--- src/rtl/peak_search_multibin_if.sv ---
`default_nettype none
// =============================================================================
// peak_search_multibin_if: control, RAM read and result bus of the peak search (rev 1.0)
// =============================================================================
interface peak_search_multibin_if #(
  parameter int DATA_W   = 32,
  parameter int PTS_LOG2 = 10,
  parameter int BIN_W    = 4
) ();
  logic                      start;
  logic [PTS_LOG2-1:0]       win_lo;
  logic [PTS_LOG2-1:0]       win_hi;
  logic [DATA_W-1:0]         threshold;
  logic                      rd_en;
  logic [BIN_W+PTS_LOG2-1:0] rd_addr;
  logic [DATA_W-1:0]         rd_data;
  logic                      busy;
  logic                      pk_valid;
  logic [BIN_W-1:0]          pk_bin;
  logic [PTS_LOG2-1:0]       pk_index;
  logic [DATA_W-1:0]         pk_value;
  logic [DATA_W-1:0]         pk_left;
  logic [DATA_W-1:0]         pk_right;
  logic                      pk_below_thr;
  logic                      done;
  logic                      cfg_err;

  modport master (
    input  start, win_lo, win_hi, threshold, rd_data,
    output rd_en, rd_addr, busy, pk_valid, pk_bin, pk_index, pk_value,
           pk_left, pk_right, pk_below_thr, done, cfg_err
  );

  modport slave (
    output start, win_lo, win_hi, threshold, rd_data,
    input  rd_en, rd_addr, busy, pk_valid, pk_bin, pk_index, pk_value,
           pk_left, pk_right, pk_below_thr, done, cfg_err
  );
endinterface
`default_nettype wire

--- src/rtl/peak_search_multibin.sv ---
`default_nettype none
// =============================================================================
// peak_search_multibin: windowed per-range-bin peak search over external RAM (rev 1.0)
// =============================================================================
module peak_search_multibin #(
  parameter int DATA_W     = 32,
  parameter int NUM_BINS   = 9,
  parameter int PTS_LOG2   = 10,
  parameter int BIN_W      = 4,
  parameter int RD_LATENCY = 2
) (
  input  wire logic              clk,
  input  wire logic              rst,
  peak_search_multibin_if.master bus
);
  localparam int CW = $clog2(RD_LATENCY + 1);
  localparam logic [CW-1:0]    C_DRAIN_LAST = CW'(RD_LATENCY - 1);
  localparam logic [BIN_W-1:0] C_BIN_LAST   = BIN_W'(NUM_BINS - 1);

  typedef enum logic [1:0] {S_IDLE, S_READ, S_DRAIN, S_DONE} state_t;

  typedef struct packed {
    logic                vld;
    logic [BIN_W-1:0]    bin;
    logic [PTS_LOG2-1:0] pt;
    logic                first;
    logic                last;
  } tag_t;

  state_t              state, state_nx;
  logic [PTS_LOG2-1:0] r_lo, r_hi, r_pt;
  logic [BIN_W-1:0]    r_bin;
  logic [DATA_W-1:0]   r_thr;
  logic [CW-1:0]       r_cnt;
  logic                r_err, r_done;
  tag_t                r_tag [RD_LATENCY];

  logic [DATA_W-1:0]   r_max, r_left, r_right, r_prev;
  logic [PTS_LOG2-1:0] r_idx;
  logic                r_pend;

  logic                r_pk_valid, r_pk_below;
  logic [BIN_W-1:0]    r_pk_bin;
  logic [PTS_LOG2-1:0] r_pk_index;
  logic [DATA_W-1:0]   r_pk_value, r_pk_left, r_pk_right;

  logic                w_accept, w_win_ok, w_last_addr;
  tag_t                w_tap;
  logic [DATA_W-1:0]   w_max, w_left, w_right;
  logic [PTS_LOG2-1:0] w_idx;
  logic                w_pend;

  // A start in the same cycle as the done pulse must not re-arm the sweep.
  assign w_accept    = (state == S_IDLE) && bus.start && !r_done;
  assign w_win_ok    = bus.win_lo <= bus.win_hi;
  assign w_last_addr = (r_pt == r_hi) && (r_bin == C_BIN_LAST);
  assign w_tap       = r_tag[RD_LATENCY-1];

  always_ff @(posedge clk) begin
    if (rst) state <= S_IDLE;
    else     state <= state_nx;
  end

  // done is registered off DONE, so DRAIN lasts RD_LATENCY cycles.
  always_comb begin
    state_nx = state;
    case (state)
      S_IDLE:  if (w_accept) state_nx = w_win_ok ? S_READ : S_DONE;
      S_READ:  if (w_last_addr) state_nx = S_DRAIN;
      S_DRAIN: if (r_cnt == C_DRAIN_LAST) state_nx = S_DONE;
      S_DONE:  state_nx = S_IDLE;
      default: state_nx = S_IDLE;
    endcase
  end

  always_comb begin
    w_max   = r_max;
    w_idx   = r_idx;
    w_left  = r_left;
    w_right = r_right;
    w_pend  = r_pend;
    if (w_tap.first) begin
      w_max   = bus.rd_data;
      w_idx   = w_tap.pt;
      w_left  = '0;
      w_right = '0;
      w_pend  = 1'b1;
    end else if (bus.rd_data > r_max) begin
      w_max   = bus.rd_data;
      w_idx   = w_tap.pt;
      w_left  = r_prev;
      w_right = '0;
      w_pend  = 1'b1;
    end else if (r_pend) begin
      w_right = bus.rd_data;
      w_pend  = 1'b0;
    end
  end

  always_ff @(posedge clk) begin
    if (rst) begin
      r_lo <= '0; r_hi <= '0; r_pt <= '0; r_bin <= '0; r_thr <= '0;
      r_cnt <= '0; r_err <= 1'b0; r_done <= 1'b0;
      for (int i = 0; i < RD_LATENCY; i++) r_tag[i] <= '0;
      r_max <= '0; r_left <= '0; r_right <= '0; r_prev <= '0;
      r_idx <= '0; r_pend <= 1'b0;
      r_pk_valid <= 1'b0; r_pk_below <= 1'b0; r_pk_bin <= '0;
      r_pk_index <= '0; r_pk_value <= '0; r_pk_left <= '0; r_pk_right <= '0;
    end else begin
      r_done <= (state == S_DONE);
      if (w_accept) begin
        r_lo  <= bus.win_lo;
        r_hi  <= bus.win_hi;
        r_thr <= bus.threshold;
        r_pt  <= bus.win_lo;
        r_bin <= '0;
        r_err <= !w_win_ok;
      end
      if (state == S_READ) begin
        if (r_pt == r_hi) begin
          r_pt  <= r_lo;
          r_bin <= r_bin + 1'b1;
        end else begin
          r_pt  <= r_pt + 1'b1;
        end
      end
      r_cnt <= (state == S_DRAIN) ? r_cnt + 1'b1 : '0;

      r_tag[0].vld   <= (state == S_READ);
      r_tag[0].bin   <= r_bin;
      r_tag[0].pt    <= r_pt;
      r_tag[0].first <= (r_pt == r_lo);
      r_tag[0].last  <= (r_pt == r_hi);
      for (int i = 1; i < RD_LATENCY; i++) r_tag[i] <= r_tag[i-1];

      if (w_tap.vld) begin
        r_max   <= w_max;
        r_idx   <= w_idx;
        r_left  <= w_left;
        r_right <= w_right;
        r_pend  <= w_pend;
        r_prev  <= bus.rd_data;
      end

      r_pk_valid <= w_tap.vld && w_tap.last;
      if (w_tap.vld && w_tap.last) begin
        r_pk_bin   <= w_tap.bin;
        r_pk_index <= w_idx;
        r_pk_value <= w_max;
        r_pk_left  <= w_left;
        r_pk_right <= w_right;
        r_pk_below <= w_max < r_thr;
      end
    end
  end

  // Outputs are forced low while reset is held so a mid-sweep reset is seen at once.
  assign bus.rd_en        = !rst && (state == S_READ);
  assign bus.rd_addr      = rst ? '0 : {r_bin, r_pt};
  assign bus.busy         = !rst && (state != S_IDLE);
  assign bus.done         = !rst && r_done;
  assign bus.cfg_err      = !rst && r_err;
  assign bus.pk_valid     = !rst && r_pk_valid;
  assign bus.pk_below_thr = !rst && r_pk_below;
  assign bus.pk_bin       = rst ? '0 : r_pk_bin;
  assign bus.pk_index     = rst ? '0 : r_pk_index;
  assign bus.pk_value     = rst ? '0 : r_pk_value;
  assign bus.pk_left      = rst ? '0 : r_pk_left;
  assign bus.pk_right     = rst ? '0 : r_pk_right;
endmodule
`default_nettype wire

--- src/flat_wrapper.sv ---
// flat-port wrapper written by rule: the top's interface ports become plain ports
module peak_search_multibin_flat 
#(
  parameter int DATA_W     = 32,
  parameter int NUM_BINS   = 9,
  parameter int PTS_LOG2   = 10,
  parameter int BIN_W      = 4,
  parameter int RD_LATENCY = 2
)
  (clk, rst, bus_start, bus_win_lo, bus_win_hi, bus_threshold, bus_rd_data, bus_rd_en, bus_rd_addr, bus_busy, bus_pk_valid, bus_pk_bin, bus_pk_index, bus_pk_value, bus_pk_left, bus_pk_right, bus_pk_below_thr, bus_done, bus_cfg_err);
  peak_search_multibin_if #(.DATA_W(DATA_W), .PTS_LOG2(PTS_LOG2), .BIN_W(BIN_W)) bus_i ();
  input  wire logic clk;
  input  wire logic rst;
  input wire logic [$bits(bus_i.start)-1:0] bus_start;
  input wire logic [$bits(bus_i.win_lo)-1:0] bus_win_lo;
  input wire logic [$bits(bus_i.win_hi)-1:0] bus_win_hi;
  input wire logic [$bits(bus_i.threshold)-1:0] bus_threshold;
  input wire logic [$bits(bus_i.rd_data)-1:0] bus_rd_data;
  output wire logic [$bits(bus_i.rd_en)-1:0] bus_rd_en;
  output wire logic [$bits(bus_i.rd_addr)-1:0] bus_rd_addr;
  output wire logic [$bits(bus_i.busy)-1:0] bus_busy;
  output wire logic [$bits(bus_i.pk_valid)-1:0] bus_pk_valid;
  output wire logic [$bits(bus_i.pk_bin)-1:0] bus_pk_bin;
  output wire logic [$bits(bus_i.pk_index)-1:0] bus_pk_index;
  output wire logic [$bits(bus_i.pk_value)-1:0] bus_pk_value;
  output wire logic [$bits(bus_i.pk_left)-1:0] bus_pk_left;
  output wire logic [$bits(bus_i.pk_right)-1:0] bus_pk_right;
  output wire logic [$bits(bus_i.pk_below_thr)-1:0] bus_pk_below_thr;
  output wire logic [$bits(bus_i.done)-1:0] bus_done;
  output wire logic [$bits(bus_i.cfg_err)-1:0] bus_cfg_err;
  assign bus_i.start = bus_start;
  assign bus_i.win_lo = bus_win_lo;
  assign bus_i.win_hi = bus_win_hi;
  assign bus_i.threshold = bus_threshold;
  assign bus_i.rd_data = bus_rd_data;
  assign bus_rd_en = bus_i.rd_en;
  assign bus_rd_addr = bus_i.rd_addr;
  assign bus_busy = bus_i.busy;
  assign bus_pk_valid = bus_i.pk_valid;
  assign bus_pk_bin = bus_i.pk_bin;
  assign bus_pk_index = bus_i.pk_index;
  assign bus_pk_value = bus_i.pk_value;
  assign bus_pk_left = bus_i.pk_left;
  assign bus_pk_right = bus_i.pk_right;
  assign bus_pk_below_thr = bus_i.pk_below_thr;
  assign bus_done = bus_i.done;
  assign bus_cfg_err = bus_i.cfg_err;
  peak_search_multibin #(.DATA_W(DATA_W), .NUM_BINS(NUM_BINS), .PTS_LOG2(PTS_LOG2), .BIN_W(BIN_W), .RD_LATENCY(RD_LATENCY)) u_core (.clk(clk), .rst(rst), .bus(bus_i));
endmodule
--- config.mk ---
export PLATFORM = sky130hd
export DESIGN_NAME = peak_search_multibin_flat
export DESIGN_NICKNAME = d
export VERILOG_FILES = /design/src/rtl/peak_search_multibin_if.sv /design/src/rtl/peak_search_multibin.sv /design/src/flat_wrapper.sv
export SDC_FILE = /design/constraint.sdc
export NUM_CORES = 1
export LEC_CHECK = 0
export ABC_AREA = 1
export CORE_ASPECT_RATIO = 1.1
export CORE_MARGIN = 2
export CORE_UTILIZATION = 35
export CTS_BUF_LIST = sky130_fd_sc_hd__clkbuf_4 sky130_fd_sc_hd__clkbuf_8 sky130_fd_sc_hd__clkbuf_16
export DETAILED_ROUTE_END_ITERATION = 7
export GPL_TIMING_DRIVEN = 0
export PLACE_DENSITY = 0.6
export SLEW_MARGIN = 25
export SYNTH_ARGS = -nofsm -noshare
export SYNTH_HDL_FRONTEND = slang
export SYNTH_SLANG_ARGS = --single-unit
--- constraint.sdc ---
create_clock -name clk -period 3.4 [get_ports clk]
set_input_delay 0.68 -clock clk [delete_from_list [all_inputs] [get_ports clk]]
set_output_delay 0.68 -clock clk [all_outputs]
set_load 0.05 [all_outputs]
==> results.sh <==
export IMPL_crit_path_frequent_cell="nand2_1"
export IMPL_grt_overflow_total=0
export IMPL_synth_net_count=2363
export IMPL_coreArea_um2=45300
export IMPL_vdd_drop_max_mv=0.369
export IMPL_syn_to_final_growth_pct=31.4
export IMPL_cts_root_buffer="clkbuf_16"
export IMPL_viasPerCell=5.02
export IMPL_outcome="finished clean"
export IMPL_grt_max_degree=15
export IMPL_fp_dieW_um=208
export IMPL_critPathLaunchType="input pin"
export IMPL_fin_area_um2=21000
export IMPL_finalNonFillerCells=3089
export IMPL_rows=82
export IMPL_clk_pin_slew_worst_paths_ps=60
export IMPL_crit_slowest_cell="ha_1"
export IMPL_drv_slew=0
export IMPL_clock_skew_ps=24.2
export IMPL_antenna_left=0
export IMPL_hold_viol_final=0
export IMPL_cts_buffers=40
export IMPL_cp_max_fo=8
export IMPL_synth_cells=2195
export IMPL_setup_violations_final=0
export IMPL_tritoncts_num_sinks=357
export IMPL_route_detailed_drc=0
export IMPL_p_sw_uw=4330
export IMPL_synth_most_common_cell="nor2_1"
export IMPL_comb_power_share_pct=25.8
export IMPL_syn_area_per_cell_um2=7.29
export IMPL_fin_crit_sh_pct=97.7
export IMPL_die_h_um=228
export IMPL_async_reset_ff_share_pct=0
export IMPL_yosysTopAreaCell="dfxtp_1"
export IMPL_dp_cells=2998
export IMPL_wl_per_cell_um=17.8
export IMPL_htree_levels=2
export IMPL_rsz0062_at_grt="yes"
export IMPL_crit_start="bus_rd_data[6]"
export IMPL_synth_seq_cells=357
export IMPL_synthTopCellsByCount="nor2_1, dfxtp_1, inv_1"
export IMPL_r2r_start="u_core.r_max[7]"
export IMPL_hpwl_um=41800
export IMPL_crit_path_max_incr_delay_ps=310
export IMPL_clock_latency_ps=570
export IMPL_grt_pass1_vias=14900
export IMPL_grt_pass1_wl_um=83900
export IMPL_netlist_area_um2=16000
export IMPL_clock_path_buffers=3
export IMPL_reg2reg_setup_slack_ps=130
export IMPL_relSlewSlack_pct=29.0
export IMPL_yosys_area_top_type_share_pct=44.7
export IMPL_io_buffers=215
export IMPL_seq_area_frac_synth_pct=44.7
export IMPL_min_path_type="flop to flop"
export IMPL_antenna_found_initial=10
export IMPL_leakagePower_uw=0.00856
export IMPL_ys_top_cells_by_area="dfxtp_1, o21ai_0, a21oi_1"
export IMPL_clock_power_share_pct=37.4
export IMPL_synth_edf_count=0
export IMPL_cp_arrival_ps=3770
export IMPL_tightest_slew_ps=1060
export IMPL_drv_cap=0
export IMPL_first_pass_iters=5
export IMPL_ioPinCount=217
export IMPL_powerDensity_nw_per_um2=637
export IMPL_drtIter0Drc=1021
export IMPL_cts_tree="done"
export IMPL_end_kind="flop"
export IMPL_die_area_um2=47400
export IMPL_p_seq_share_pct=36.8
export IMPL_ys_flop_type="dfxtp_1"
export IMPL_switching_share_pct=32.4
export IMPL_drive_gt1_share_pct=8.22
export IMPL_nets=2632
export IMPL_start_util_pct=35.3
export IMPL_track_usage_pct=22.6
export IMPL_vias=15500
export IMPL_intPower_uw=9050
export IMPL_max_freq_mhz=301
export IMPL_drt_wl_total_um=54800
export IMPL_gp_congestion=0.892
export IMPL_min_from="u_core.r_tag[0][9]"
export IMPL_crit_type="input pin to flop"
export IMPL_placed_area_um2=18900
export IMPL_post_route_min_period_ps=3320
export IMPL_ys_warn_count=0
export IMPL_synth_cell_type_count=42
export IMPL_cp_required_ps=3850
==> area by class of cell <==
type                       instances  area, um^2
antenna                            6        15.0
buffer                           135         604
clock buffer                      55        1190
clock inverter                    18         358
fill                            4540       24300
inverter                         320        1200
multi-input combinational       1383        7500
sequential                       357        7160
tap                              588         736
timing repair buffer             227        2250
==> worst max-delay path: cells and delay by family <==
| family | cells | cell delay (ps) |
|---|---|---|
| buffers and inverters | 3 | 540 |
| AND/OR/NAND/NOR | 15 | 1210 |
| adder cells (fa/ha/maj) | 2 | 580 |
| AO/OA/AOI/OAI | 6 | 750 |
==> metal layers <==
metal | track usage, % | wire length (um) | vias to the layer above
li1 | - | - | 7673
met1 | 27.5 | 22400 | 7200
met2 | 38.4 | 26400 | 519
met3 | 4.82 | 3760 | 117
met4 | 9.53 | 2190 | 4
met5 | 0 | 23 | -
==> logic make-up after synthesis <==
family / synth area share [%]
AOI/OAI and AO/OA: 22.2
xor gates and xnor gates: 0.767
buffers and inverters: 10.9
adders and majority gates: 6.34
DFF: 44.7
and+or+nand+nor: 15.1
==> power by group through the flow <==
stage / sequential [uW] / combinational, uW / clock, uW
3_3_place_gp: 4980 / 3100 / 0
2_1_floorplan: 4900 / 2170 / 0
3_5_place_dp: 4990 / 3150 / 0
4_1_cts: 4910 / 3260 / 5100
6_report: 4920 / 3450 / 5010
5_1_grt: 4970 / 3850 / 5270
==> registers in the layout (all words and copies together) (netlist names), 10 cells and up <==
register           cells
u_core.r_tag          34
u_core.r_hi           10
u_core.r_right        32
u_core.r_max          32
u_core.r_pk_index     10
u_core.r_lo           10
u_core.r_prev         32
u_core.r_thr          32
u_core.r_pk_right     32
u_core.r_pt           10
u_core.r_left         32
u_core.r_pk_left      32
u_core.r_idx          10
u_core.r_pk_value     32
==> path summary, 6_finish.rpt <==
check	endpoint	cells past startpoint
hold / removal	u_core.r_tag[0][26]	2
setup / recovery	u_core.r_pk_below	26
hold reg to reg	u_core.r_tag[0][26]	2
setup reg to reg	u_core.r_pk_below	25
==> placed cells by master, fill, tap and decap left out, types with 5 or more instances in the layout <==
| cell type | instances |
|---|---|
| a211oi_1 | 9 |
| a21oi_1 | 271 |
| a21oi_2 | 11 |
| a31oi_1 | 8 |
| buf_1 | 5 |
| buf_2 | 12 |
| buf_4 | 11 |
| bufinv_16 | 10 |
| clkbuf_1 | 102 |
| clkbuf_16 | 43 |
| clkbuf_2 | 12 |
| clkbuf_4 | 7 |
| clkbuf_8 | 10 |
| clkdlybuf4s50_1 | 160 |
| dfxtp_1 | 344 |
| dfxtp_2 | 13 |
| diode_2 | 6 |
| dlygate4sd2_1 | 29 |
| dlymetal6s2s_1 | 18 |
| ha_1 | 67 |
| ha_4 | 14 |
| inv_1 | 311 |
| inv_2 | 8 |
| nand2_1 | 208 |
| nand2_2 | 6 |
| nand3_1 | 21 |
| nand4_1 | 6 |
| nor2_1 | 352 |
| nor2_2 | 9 |
| nor3_1 | 6 |
| nor4_1 | 6 |
| o211ai_1 | 32 |
| o21ai_0 | 273 |
| o21ai_1 | 17 |
| o21ai_2 | 12 |
| o21ai_4 | 6 |
| o22ai_1 | 8 |
| xnor2_1 | 5 |
| xor2_1 | 9 |
==> through the flow <==
step / setup TNS [ps] / hold slack (ps) / power [uW] / utilization (%) / setup slack (ps)
CTS: 0 / 392 / 13300 / 45.4 / 3.54
global placement: -66750 / 389 / 8080 / 41.6 / -1320
global route: -57.4 / 409 / 14100 / 46.3 / -57.4
detailed placement: -63780 / 392 / 8150 / 41.6 / -1300
finish: 0 / 393 / 13400 / 46.3 / 79.0
floorplan: 0 / 388 / 7070 / - / 11.2
==> timing repair <==
item,4_1_cts,5_1_grt
hold buffers,0,0
buffers inserted,4,6
cloned,1,2
endpoints found under the setup margin,101,5
gates resized for setup,114,91
pin swaps,8,23
Note: power is estimated with default switching activity, not from simulation.
